File: src/rtl/apb_logic_unit.sv
// apb_logic_unit: APB3 completer holding two operands and an op-select
// register. It exposes RESULT = f(OP_A, OP_B, CTRL), which is recomputed
// on every PCLK edge.
// Optional macro APB_WAIT_STATE_EN inserts one wait state per transfer.
// When the macro is undefined, PREADY is tied high.
// PRDATA and PSLVERR are combinational from the address decode, so a read
// of RESULT sees the value loaded on the access-phase edge.
module apb_logic_unit #(
    parameter int unsigned ADDR_WIDTH = 32,
    parameter int unsigned DATA_WIDTH = 32
) (
    input  logic                  PCLK,
    input  logic                  PRESET,
    input  logic                  PSEL,
    input  logic                  PENABLE,
    input  logic                  PWRITE,
    input  logic [ADDR_WIDTH-1:0] PADDR,
    input  logic [DATA_WIDTH-1:0] PWDATA,
    output logic [DATA_WIDTH-1:0] PRDATA,
    output logic                  PREADY,
    output logic                  PSLVERR
);

    localparam logic [ADDR_WIDTH-1:0] ADDR_OP_A   = ADDR_WIDTH'(32'h0);
    localparam logic [ADDR_WIDTH-1:0] ADDR_OP_B   = ADDR_WIDTH'(32'h4);
    localparam logic [ADDR_WIDTH-1:0] ADDR_CTRL   = ADDR_WIDTH'(32'h8);
    localparam logic [ADDR_WIDTH-1:0] ADDR_RESULT = ADDR_WIDTH'(32'hC);

    logic [DATA_WIDTH-1:0] op_a;
    logic [DATA_WIDTH-1:0] op_b;
    logic [1:0]            ctrl;
    logic [DATA_WIDTH-1:0] result;
    logic [DATA_WIDTH-1:0] next_result;
    logic [DATA_WIDTH-1:0] rd_data;
    logic                  sel_a;
    logic                  sel_b;
    logic                  sel_ctrl;
    logic                  sel_result;
    logic                  addr_valid;
    logic                  access;
    logic                  wr_en;

`ifdef APB_WAIT_STATE_EN
    logic ready;

    // Ready goes high on the second access cycle and drops after completion.
    always_ff @(posedge PCLK or posedge PRESET) begin
        if (PRESET) begin
            ready <= 1'b0;
        end else begin
            ready <= PSEL & PENABLE & ~ready;
        end
    end

    assign PREADY = ready;
`else
    assign PREADY = 1'b1;
`endif

    // Exact-match address decode and access-phase qualifiers.
    always_comb begin
        sel_a      = (PADDR == ADDR_OP_A);
        sel_b      = (PADDR == ADDR_OP_B);
        sel_ctrl   = (PADDR == ADDR_CTRL);
        sel_result = (PADDR == ADDR_RESULT);
        addr_valid = sel_a | sel_b | sel_ctrl | sel_result;
        access     = PSEL & PENABLE & ~PRESET;
        wr_en      = access & PREADY & PWRITE;
    end

    // Read mux; CTRL is zero-extended.
    always_comb begin
        rd_data = '0;
        if (sel_a) begin
            rd_data = op_a;
        end else if (sel_b) begin
            rd_data = op_b;
        end else if (sel_ctrl) begin
            rd_data = DATA_WIDTH'(ctrl);
        end else if (sel_result) begin
            rd_data = result;
        end
    end

    // Bus response: data only during read access, error only during access.
    always_comb begin
        PRDATA  = (access && !PWRITE) ? rd_data : '0;
        PSLVERR = access & (~addr_valid | (PWRITE & sel_result));
    end

    // Logic operation selected by CTRL.
    always_comb begin
        next_result = '0;
        case (ctrl)
            2'b01:   next_result = op_a & op_b;
            2'b10:   next_result = op_a | op_b;
            2'b11:   next_result = op_a ^ op_b;
            default: next_result = '0;
        endcase
    end

    // Register file: writes commit on the completing edge; RESULT reloads every edge.
    always_ff @(posedge PCLK or posedge PRESET) begin
        if (PRESET) begin
            op_a   <= '0;
            op_b   <= '0;
            ctrl   <= 2'b00;
            result <= '0;
        end else begin
            result <= next_result;
            if (wr_en) begin
                if (sel_a) begin
                    op_a <= PWDATA;
                end
                if (sel_b) begin
                    op_b <= PWDATA;
                end
                if (sel_ctrl) begin
                    ctrl <= PWDATA[1:0];
                end
            end
        end
    end

endmodule

File: config.mk
export PLATFORM = sky130hd
export DESIGN_NAME = apb_logic_unit
export DESIGN_NICKNAME = d
export VERILOG_FILES = /design/src/rtl/apb_logic_unit.sv
export SDC_FILE = /design/constraint.sdc
export NUM_CORES = 1
export LEC_CHECK = 0
export ABC_AREA = 1
export ABC_CLOCK_PERIOD_IN_PS = 5000
export CAP_MARGIN = 30
export CORE_ASPECT_RATIO = 0.5
export CORE_MARGIN = 1
export CORE_UTILIZATION = 40
export CTS_BUF_LIST = sky130_fd_sc_hd__clkbuf_4 sky130_fd_sc_hd__clkbuf_8
export CTS_CLUSTER_SIZE = 20
export DETAILED_ROUTE_END_ITERATION = 7
export PLACE_DENSITY = 0.71
export SLEW_MARGIN = 0
export SYNTH_ARGS = -nofsm -noshare
export SYNTH_HDL_FRONTEND = slang
export SYNTH_SLANG_ARGS = --single-unit
File: constraint.sdc
create_clock -name PCLK -period 5 [get_ports PCLK]
set_input_delay 0.5 -clock PCLK [delete_from_list [all_inputs] [get_ports PCLK]]
set_output_delay 0.5 -clock PCLK [all_outputs]
set_load 0.02 [all_outputs]
; Yosys cells after proc, flatten, opt, wreduce, memory -nomap -nowiden
; Index checks and enable logic that the tools add are counted.
[word_totals]
reg_bits = 98
latchBits = 0
mem_bits_rw = 0
romBits = 0
inputBits = 69
out_inout_bits = 34
word_cells = 36
mem_count = 0
[op_classes]
add_sub_neg = 0
multipliers = 0
n_div = 0
n_lt_le_gt_ge = 0
n_eq_ne = 6
shifts = 0
n_mux = 6
bitwise_logic = 14
reduce_logical = 6
[op_table]
columns = operator, n
row1 = 2-to-1 mux 32 bit, 5
row2 = one-hot mux 32 bit (3 select lines), 1
row3 = == test 32 x 4 -> 1 bit (second input constant), 2
row4 = AND 32 bit, 1
row5 = == test 32 x 3 -> 1 bit (second input constant), 1
row6 = logical NOT 32 bit, 1
row7 = OR 32 bit, 1
row8 = XOR 32 bit, 1
row9 = AND reduction 2 bit, 3
row10 = AND 1 bit, 5
row11 = == test 2 bit (second input constant), 2
row12 = OR 1 bit, 4
row13 = == test 2 x 1 -> 1 bit (second input constant), 1
row14 = inverter 1 bit, 2
row15 = logical AND 1 bit, 1
row16 = logical NOT 1 bit, 1

; Depth between registers and ports, before layout
[logic_depth]
ltp_word = 7
depth_mapped = 11
depth_no_buf = 10

; Worst setup path after synthesis
; Ideal clock, no wire load.
[synth_path]
kind = input to output
from = input port PRESET
to = output port PRDATA[10]
arrival_time_ps = 3946
required_time_ps = 4500
setup_slack_ps = 554
path_stages = 6
path_buffers = 1
cell_sequence = inv_1 nand3_1 nor2_1 clkbuf_1 nand2_1 a21oi_1
[synth_between]
elab_chain_cells = 4
[synth_rtl]
columns = element, line_no
row1 = start: declaration, 13  ; input logic PRESET,
row2 = inverter 1 bit, 67  ; access = PSEL & PENABLE & ~PRESET;
row3 = AND 1 bit, 67
row4 = logical AND 1 bit, 87  ; PRDATA = (access && !PWRITE) ? rd_data : '0;
row5 = 2-to-1 mux 32 bit, 87
row6 = end: declaration, 19  ; output logic [DATA_WIDTH-1:0] PRDATA,
; Every way passes these cells.

; Final worst setup path
[layout_path]
from = input port PADDR[31]
to = output port PRDATA[29]
[layout_between]
elab_chain_cells = 6
word_cells_on_any_way = 9
cone_classes = eq/ne: 3 / mux: 5 / reduce/logical: 1
[layout_rtl]
columns = element, line_no
row1 = start: declaration, 17  ; input logic [ADDR_WIDTH-1:0] PADDR,
row2 = == test 32 x 4 -> 1 bit, 65  ; sel_result = (PADDR == ADDR_RESULT);
row3 = 2-to-1 mux 32 bit, 80  ; end else if (sel_result) begin
row4 = 2-to-1 mux 32 bit, 78  ; end else if (sel_ctrl) begin
row5 = 2-to-1 mux 32 bit, 76  ; end else if (sel_b) begin
row6 = 2-to-1 mux 32 bit (*), 74  ; if (sel_a) begin
row7 = 2-to-1 mux 32 bit (*), 87
; Every way passes the cells marked *; elsewhere a longest branch is shown, timed or not.

==> run_results.csv <==
group,metric,value,unit
outcome,status,"finished, final reports clean",
clock_network,postCtsResizedCells,0,
route,vias,5251,
timing,hold_viol_final,0,
placed_design,dp_cells,1038,
clock_network,htreeDepth,3,
worst_setup_path,cp.required,4.50,ns
final_layout,final_cell_mix,"nand2_1, inv_1, clkdlybuf4s50_1, dfrtp_1, nand3_1",
timing,rsz0062_at_grt,"false",
floorplan,dieWidth,176.4,um
clock_network,hold_buffers,0,
route,first_pass_iters,5,
timing,slew_violations,0,
yosys,synth_top_family_by_area,"simple AND/OR/NAND/NOR gates",
timing,fin_skew,0.009439,ns
yosys,synth-compound-area-share,12.43,%
floorplan,die_area,15730,um2
yosys,avgSynthCellArea,7.848,um2
yosys,synth_cells,775,
yosys,syn_area,6082,um2
route,drc,0,
clock_network,cts_sinks,98,
clock_network,cts_tree,"yes",
flow_run,maxCapViolations,0,
floorplan,io_pins,103,
yosys,ys_warn_count,0,
worst_setup_path,crit_chain,"clkdlybuf4s50_1, nor2_1, nand2_1, nor2_2, nand2_4, nor2_4, nand3_1, a21oi_1, clkdlybuf4s50_1",
clock_network,clk_pin_slew,0.10,ns
route,wire_per_inst,14.46,um
clock_network,cts_made_buffers,9,
clock_network,clockBufferDepth,2,
worst_setup_path,critPathKind,"primary input to output pin",
global_route,first_global_vias,5349,
route,vias_per_cell,4.987,
worst_setup_path,cp_top_family,"simple AND/OR/NAND/NOR gates",
hold_path,hp-class,"primary input to asynchronous set/reset pin",
placed_design,place_hpwl,9617,um
route,dr.first_iter.drc_count,382,
yosys,synth_xor_area_share,0,%
clock_network,cts_root_buf,"clkbuf_8",
global_route,grt_usage,20.52,%
power_and_ir_drop,irDropWorstVdd,0.1378,mV
final_layout,nNetsFinal,984,
final_layout,final_cell_count_no_fill,1053,
yosys,yosysTopAreaCellShare,40.32,%
timing,setup_tns,0,ns
global_route,overflow,0,
global_route,antenna_found_initial,0,
yosys,synthesis.nets,908,
yosys,synthMuxAreaShare,0,%
yosys,yosys.area.top_type,"dfrtp_1",
yosys,synth_seq_cells,98,
worst_setup_path,worst-endpoint-arrival,3.17,ns
route,wl,15220,um
clock_network,clk_latency,0.36,ns
power_and_ir_drop,power_density,196.8,nW/um2
timing,maxClockFrequency,0.2722,GHz
route,antenna_left,0,
worst_setup_path,cp_max_fo,33,
timing,tightest_slew,0.9708,ns
placed_design,port_buffers,101,
placed_design,place_congestion,0.7643,
yosys,synth_area_leaders,"dfrtp_1, ha_1, nand2_1",
floorplan,rows,31,
final_layout,num_antenna_cells,0,
worst_setup_path,crit_buf_inv,2,
timing,fin_crit,3.674,ns
global_route,grt_pass1_wl,25330,um
timing,slew_headroom,35.12,%
floorplan,core,14660,um2
timing,min_period_over_period,73.48,%
power_and_ir_drop,p_leak,3.357,nW
final_layout,drive_gt1_share,4.327,%
yosys,synth_simple_gate_area_share,22.44,%
global_route,grt_max_degree,67,
floorplan,start_util,41.48,%
worst_setup_path,critical-path-slowest-cell,"nor2_4",
worst_setup_path,cp-end-kind,"output pin",
final_layout,fillers,1426,
timing,setup_viol,0,
clock_network,cts_setup_buffers,0,
yosys,synth-adder-area-share,13.17,%
final_layout,mostFrequentLayoutCell,"nand2_1",
floorplan,die_h,89.20,um
final_layout,area_growth,20.65,%
yosys,synth_cell_type_count,21,
worst_setup_path,crit_top_cell,"clkdlybuf4s50_1",
yosys,ys_seq_area_share,40.32,%
worst_setup_path,slowest_delay,0.78,ns
worst_setup_path,startpoint_type,"primary input",
synth_stat cells, drive strengths merged:
master	instances
a21oi	37
nand3	68
clkbuf	16
conb	1
dfrtp	98
o21ai	66
nor3	1
inv	117
buf	26
nand2	212
ha	64
nor2	37
o211ai	32
power breakdown:
part | total (mW) | switching, mW | internal [mW]
sequential | 0.792 | 0.000000000694 | 0.792
clock | 0.558 | 0.273 | 0.285
combinational | 0.0940 | 0.0411 | 0.0529
cell type report:
cell class                      instances  area, um2  share of cell area (%)
Sequential cell                        98       2452                   33.42
Inverter                              117      441.7                   6.019
Timing Repair Buffer                  107       1056                   14.39
Clock buffer                           10      131.4                   1.790
Multi-Input combinational cell        518       2930                   39.93
Tap cell                              198      247.7                   3.376
Clock inverter                          5      78.83                   1.074
flip-flops by register name, summed over array words and instances (netlist names):
register / flops
op_a: 32
result: 32
ctrl: 2
op_b: 32
cell families after synthesis:
group	count (synthesis)
fa+ha+maj	64
other cells	1
flops	98
buf+inv	159
simple gates	318
compound gates	135
through the flow:
stage / area [um2] / setup slack [ns] / hold slack [ns] / utilization [%] / power [mW]
final: 7338 / 1.326 / 0.5023 / 50.05 / 1.444
after global routing: 7338 / 1.111 / 0.5399 / 50.05 / 1.500
after CTS: 7338 / 1.294 / 0.5069 / 50.05 / 1.457
after detailed placement: 7128 / 1.300 / 0.5100 / 48.62 / 0.9038
after global placement: 7128 / 1.317 / 0.5028 / 48.62 / 0.9024
after floorplan: 6082 / 0.5544 / 0.4837 / - / 0.8384
metal layers:
layer  GRT usage (%)  wire length (um)  vias to the layer above
met1           24.00              6528                     2509
met4           6.113                81                        0
met2           38.58              7693                      127
li1                -                 -                     2609
met3           4.252               918                        6
met5               0                 0                        -
worst paths after layout:
kind	start	endpoint	slack, ns	depth (start not counted)
setup / recovery	PADDR[31]	PRDATA[29]	1.33	9
hold / removal	PRESET	op_b[30]	0.50	2
setup reg to reg	ctrl[0]	result[0]	2.87	5
hold reg to reg	op_a[6]	op_a[6]	0.53	2
max in group asynchronous	PRESET	ctrl[1]	3.32	3
min in group PCLK	op_a[6]	op_a[6]	0.53	2
Power figures use the tool's default switching activity.
